--- src/rtl/flash8_pkg.sv ---
// Shared types and defaults for the 8-bit flash to 16-bit Wishbone bridge.
package flash8_pkg;

  localparam int unsigned WaitCyclesDefault = 4;
  localparam int unsigned CntWidth          = 4;

  typedef enum logic [1:0] {
    StIdle,
    StRdLo,
    StRdHi,
    StAck
  } state_e;

endpackage

--- src/rtl/flash8_byte_rd.sv ---
// One flash byte read: holds oe_n low for WaitCycles clocks after start, then captures
// the byte into the selected lane of the read-data register and pulses done.
module flash8_byte_rd
  import flash8_pkg::*;
#(
  parameter int unsigned WaitCycles = WaitCyclesDefault
) (
  input  logic        clk_i,
  input  logic        rst_i,
  input  logic        start_i,
  input  logic        abort_i,
  input  logic        clr_i,
  input  logic        lane_i,
  input  logic [7:0]  flash_data_i,
  output logic        oe_n_o,
  output logic        done_o,
  output logic [15:0] dat_o
);

  localparam logic [CntWidth-1:0] Reload = CntWidth'(WaitCycles - 1);

  logic [CntWidth-1:0] cnt_q, cnt_d;
  logic                busy_q, busy_d;
  logic [15:0]         dat_q, dat_d;

  assign done_o = busy_q && (cnt_q == '0) && !abort_i;
  assign oe_n_o = !busy_q;
  assign dat_o  = dat_q;

  // A start coinciding with done (low byte -> high byte) keeps oe_n low and reloads.
  always_comb begin
    busy_d = busy_q;
    cnt_d  = cnt_q;
    if (abort_i) begin
      busy_d = 1'b0;
      cnt_d  = '0;
    end else if (start_i) begin
      busy_d = 1'b1;
      cnt_d  = Reload;
    end else if (done_o) begin
      busy_d = 1'b0;
    end else if (busy_q) begin
      cnt_d = cnt_q - CntWidth'(1);
    end
  end

  always_comb begin
    dat_d = dat_q;
    if (clr_i) begin
      dat_d = '0;
    end else if (done_o) begin
      if (lane_i) dat_d[15:8] = flash_data_i;
      else        dat_d[7:0]  = flash_data_i;
    end
  end

  always_ff @(posedge clk_i or posedge rst_i) begin
    if (rst_i) begin
      busy_q <= 1'b0;
      cnt_q  <= '0;
      dat_q  <= '0;
    end else begin
      busy_q <= busy_d;
      cnt_q  <= cnt_d;
      dat_q  <= dat_d;
    end
  end

endmodule

--- src/rtl/flash8_wb_bridge.sv ---
// Wishbone 16-bit slave reading an 8-bit parallel flash through a 64 KB window,
// with a 6-bit page register in I/O space selecting the window.
module flash8_wb_bridge
  import flash8_pkg::*;
#(
  parameter int unsigned WAIT_CYCLES = WaitCyclesDefault
) (
  input  logic        wb_clk_i,
  input  logic        wb_rst_i,
  input  logic [16:1] wb_adr_i,
  input  logic [15:0] wb_dat_i,
  output logic [15:0] wb_dat_o,
  input  logic [1:0]  wb_sel_i,
  input  logic        wb_we_i,
  input  logic        wb_stb_i,
  input  logic        wb_cyc_i,
  input  logic        wb_tga_i,
  output logic        wb_ack_o,
  output logic [21:0] flash_addr_,
  input  logic [7:0]  flash_data_,
  output logic        flash_oe_n_,
  output logic        flash_we_n_
);

  state_e      state_q, state_d;
  logic [5:0]  page_q;
  logic        io_rd_q;
  logic        accept, mem_rd, in_rd;
  logic        rd_start, rd_abort, rd_clr, rd_lane, rd_done;
  logic [15:0] rd_dat;
  logic        unused_bits;

  assign unused_bits = ^{wb_adr_i[16], wb_dat_i[15:6]};
  assign flash_we_n_ = 1'b1;

  assign accept   = (state_q == StIdle) && wb_cyc_i && wb_stb_i && !wb_ack_o;
  assign mem_rd   = !wb_tga_i && !wb_we_i;
  assign in_rd    = (state_q == StRdLo) || (state_q == StRdHi);
  assign rd_abort = in_rd && !wb_cyc_i;
  assign rd_clr   = accept && mem_rd;
  assign rd_lane  = (state_q == StRdHi);

  always_ff @(posedge wb_clk_i or posedge wb_rst_i) begin
    if (wb_rst_i) state_q <= StIdle;
    else          state_q <= state_d;
  end

  always_comb begin
    state_d = state_q;
    unique case (state_q)
      StIdle: begin
        if (accept) begin
          if (!mem_rd)          state_d = StAck;
          else if (wb_sel_i[0]) state_d = StRdLo;
          else                  state_d = StRdHi;
        end
      end
      StRdLo: begin
        if (!wb_cyc_i)    state_d = StIdle;
        else if (rd_done) state_d = wb_sel_i[1] ? StRdHi : StAck;
      end
      StRdHi: begin
        if (!wb_cyc_i)    state_d = StIdle;
        else if (rd_done) state_d = StAck;
      end
      StAck:   state_d = StIdle;
      default: state_d = StIdle;
    endcase
    rd_start = (state_d != state_q) && ((state_d == StRdLo) || (state_d == StRdHi));
  end

  always_comb begin
    wb_ack_o    = (state_q == StAck);
    flash_addr_ = in_rd ? {page_q, wb_adr_i[15:1], rd_lane} : '0;
    wb_dat_o    = io_rd_q ? {10'b0, page_q} : rd_dat;
  end

  always_ff @(posedge wb_clk_i or posedge wb_rst_i) begin
    if (wb_rst_i) begin
      page_q  <= '0;
      io_rd_q <= 1'b0;
    end else if (accept) begin
      io_rd_q <= wb_tga_i && !wb_we_i;
      if (wb_tga_i && wb_we_i && wb_sel_i[0]) page_q <= wb_dat_i[5:0];
    end
  end

  flash8_byte_rd #(
    .WaitCycles (WAIT_CYCLES)
  ) u_byte_rd (
    .clk_i        (wb_clk_i),
    .rst_i        (wb_rst_i),
    .start_i      (rd_start),
    .abort_i      (rd_abort),
    .clr_i        (rd_clr),
    .lane_i       (rd_lane),
    .flash_data_i (flash_data_),
    .oe_n_o       (flash_oe_n_),
    .done_o       (rd_done),
    .dat_o        (rd_dat)
  );

endmodule

--- config.mk ---
export PLATFORM = sky130hd
export DESIGN_NAME = flash8_wb_bridge
export DESIGN_NICKNAME = d
export VERILOG_FILES = /design/src/rtl/flash8_pkg.sv /design/src/rtl/flash8_byte_rd.sv /design/src/rtl/flash8_wb_bridge.sv
export SDC_FILE = /design/constraint.sdc
export NUM_CORES = 1
export LEC_CHECK = 0
export ABC_CLOCK_PERIOD_IN_PS = 4450
export BUFFER_PORTS_ARGS = -buffer_cell sky130_fd_sc_hd__buf_4
export CORE_MARGIN = 2
export CORE_UTILIZATION = 49
export DETAILED_ROUTE_END_ITERATION = 12
export GPL_ROUTABILITY_DRIVEN = 0
export PLACE_DENSITY = 0.85
export SLEW_MARGIN = 5
export SYNTH_ARGS = -nofsm -noshare
export SYNTH_HDL_FRONTEND = slang
export SYNTH_SLANG_ARGS = --single-unit
--- constraint.sdc ---
create_clock -name wb_clk_i -period 4.45 [get_ports wb_clk_i]
set_input_delay 0.2225 -clock wb_clk_i [delete_from_list [all_inputs] [get_ports wb_clk_i]]
set_output_delay 0.2225 -clock wb_clk_i [all_outputs]
set_load 0.02 [all_outputs]
==> run summary <==
Post-synth EDFFs - 0
Mapped cell area - 1760 sq um
Worst slew margin - 26.3%
Clock power share - 7.9%
WS Path Type - flip-flop to flip-flop
Total Wirelength - 4160 um
Die width - 64.0 um
Area added between synthesis and finish - 36.9%
Largest net degree at the start of global routing - 31
Syn_area_per_cell - 9.47 sq um
Share of flip-flops with an asynchronous set or reset - 100%
Post-CTS Setup Inserts - 0
CTS resizes - 0
Dpl cell area - 2370 sq um
Cell area after layout - 2410 sq um
Worst r2r src - state_q[1]
Tightest Pin Transition - 1.10 ns
Core ar. - 3390 sq um
Worst min-delay path category - primary input to flip-flop
Worst-path clk slew - 0.09 ns
GRT Overall Usage - 21.4%
R2R setup slack - 1.78 ns
Drt wl/cell - 13.4 um
Inserted Diodes - 0
Netlist cell types - 37
DR vias/cell - 5.20
CP max stage delay - 0.59 ns
DRT Pass-1 Iters - 4
Vias - 1612
# H-tree levels - 2
Number of port buffers - 76
Sequential share of power - 27.6%
Worst r2r dst - u_byte_rd.cnt_q[2]
Int Pwr - 1.00 mW
Synth Register Bits - 30
Hold Startpoint - wb_dat_i[1]
Worst path cell trace - inv_1, ha_1, nor2b_1, or3_4, mux2i_2, nand3_1, and4_1
Setup TNS - 0 ns
Pins Over Slew Limit - 0
FP Rows - 21
Initial antenna violation count - 0
Hold slack final - 0.137 ns
Area contributors post-synth - dfrtp_1 (43%), mux2_2 (7.7%), and2_1 (7.5%)
Total Power - 1.84 mW
Pwr dens - 761 nW/um^2
Clock Latency Late Sink - 0.31 ns
Crit path time final - 2.67 ns
Final hold vios - 0
Tcrit/Tclk final - 60.1%
Die Height - 64.0 um
R2r worst-path depth - 7
Layout cell share with drive strength beyond 1 - 37.1%
CP max-delay cell - ha_1
Synth top area share - 42.6%
CTS Buffer Depth - 2
First-pass GRT wire length - 6860 um
Crit end category - flip-flop
Clock Skew - 0.00607 ns
Post-DRT Antenna Nets - 0
TritonCTS Buffers - 5
CP required - 4.66 ns
Ys flop type - dfrtp_1
CP Data Arrival Time - 2.88 ns
Syn. warnings - 0
Worst Hold End - page_q[1]
Area leader, netlist - dfrtp_1
Die area - 4090 sq um
Final setup violation count - 0
Hpwl dp - 3250 um
Synth Net Count - 240
Vias in the first global route - 1470
Net Sw Power - 0.833 mW
Part of the Yosys area used for sequential elements - 42.6%
Max VDD drop - 420 uV
Clock Sinks - 30
Max Cap Violations - 0
Maximum clock frequency - 374 MHz
Root buffer cell - clkbuf_4
Hold Path Cell Cnt - 2
CP startpoint kind - flip-flop
Grt total ovfl - 0
# IOs - 89
Unrepaired setup endpoints after global routing - false
Critical path fanouts, max - 23
Initial Utilization - 52.0%
Post-Syn Instances - 186
Drt initial violations - 46
Lkg Pwr - 1.30 nW
DRC Markers - 0
CTS tree - built
Hold Buf Count CTS - 0
Final nets - 318
Combinational share of power - 64.5%
Switching share of power - 45.4%
Status - finished clean
-- sequential cells by signal, indices dropped and copies added (netlist names) --
name              count
u_byte_rd.cnt_q       4
u_byte_rd.busy_q      1
page_q                6
state_q               2
u_byte_rd.dat_o      16
io_rd_q               1
-- power groups by stage --
stage / Sequential [mW] / Combinational (mW) / Clock (mW)
6_report: 0.506 / 1.18 / 0.145
5_1_grt: 0.527 / 1.29 / 0.162
4_1_cts: 0.506 / 1.19 / 0.147
3_5_place_dp: 0.512 / 1.19 / 0
3_3_place_gp: 0.507 / 1.16 / 0
2_1_floorplan: 0.464 / 0.813 / 0
-- synth_stat cells, drive strengths merged, types with 2 or more instances --
master and n:
nand2b 4, o21ai 2, nor3 3, mux2 12
xnor2 2, ha 6, and4 2, nand2 26
nor2 13, clkbuf 4, nor2b 11, and2 21
dfrtp 30, a31oi 3, mux2i 9, a21oi 3
inv 7, nand3 12
-- worst max-delay path: cells and delay by family (launching register included) --
kind / cells / cell delay, ns
adders and majority gates: 1 / 0.59
DFF: 1 / 0.48
buffers and inverters: 1 / 0.15
and+or+nand+nor: 4 / 1.11
muxes: 1 / 0.25
-- layer usage --
metal / share of wire, % / routed length, um / global-route usage (%) / up-vias
li1: - / - / - / 787
met1: 42 / 1760 / 26.7 / 756
met2: 48 / 2000 / 36.3 / 64
met3: 8.7 / 364 / 5.63 / 5
met4: 0.89 / 37 / 5.98 / 0
met5: 0 / 0 / 0 / -
-- layout by cell type (no fill, tap or decap), drive strengths merged, types with 4 or more instances in the layout --
cell	count
inv	7
nand3	12
and2	21
ha	6
nand2	26
clkbuf	7
nand2b	4
mux2	12
nor2b	11
buf	76
dfrtp	30
nor2	13
mux2i	9
-- stage by stage --
step / util (%) / worst slack, ns / cells
3_3_place_gp: 69.8 / 1.83 / 303
2_1_floorplan: - / 2.37 / 186
5_1_grt: 71.2 / 1.45 / 310
3_5_place_dp: 69.8 / 1.79 / 303
4_1_cts: 71.2 / 1.77 / 310
6_report: 71.2 / 1.78 / 310
-- kinds of logic after synthesis --
kind of cell | count (synthesis) | share of synthesized area (%)
flops | 30 | 42.6
other cells | 1 | 0.213
compound gates | 15 | 6.18
xor+xnor | 3 | 1.49
buf+inv | 12 | 2.77
fa+ha+maj | 6 | 4.26
mux | 21 | 13.0
simple gates | 98 | 29.5
-- final cells by class --
type                    count  area (sq um)
clock buffers               7          45.0
inverters                   7          26.3
well taps                  46          57.6
fillers                   270           977
repair buffers             76           571
flip-flops and latches     30           751
multi-input cells         144           962
-- worst max-delay path by stage --
| stage | from | to | depth (start not counted) |
|---|---|---|---|
| 6_report | state_q[1] | u_byte_rd.cnt_q[2] | 7 |
| 5_1_grt | state_q[1] | u_byte_rd.dat_o[14] | 7 |
| 4_1_cts | state_q[1] | u_byte_rd.cnt_q[2] | 7 |
| 3_5_place_dp | state_q[1] | u_byte_rd.cnt_q[2] | 7 |
| 3_3_place_gp | state_q[1] | u_byte_rd.cnt_q[3] | 7 |
| 2_1_floorplan | state_q[1] | u_byte_rd.cnt_q[3] | 7 |
Power figures use the tool's default switching activity.
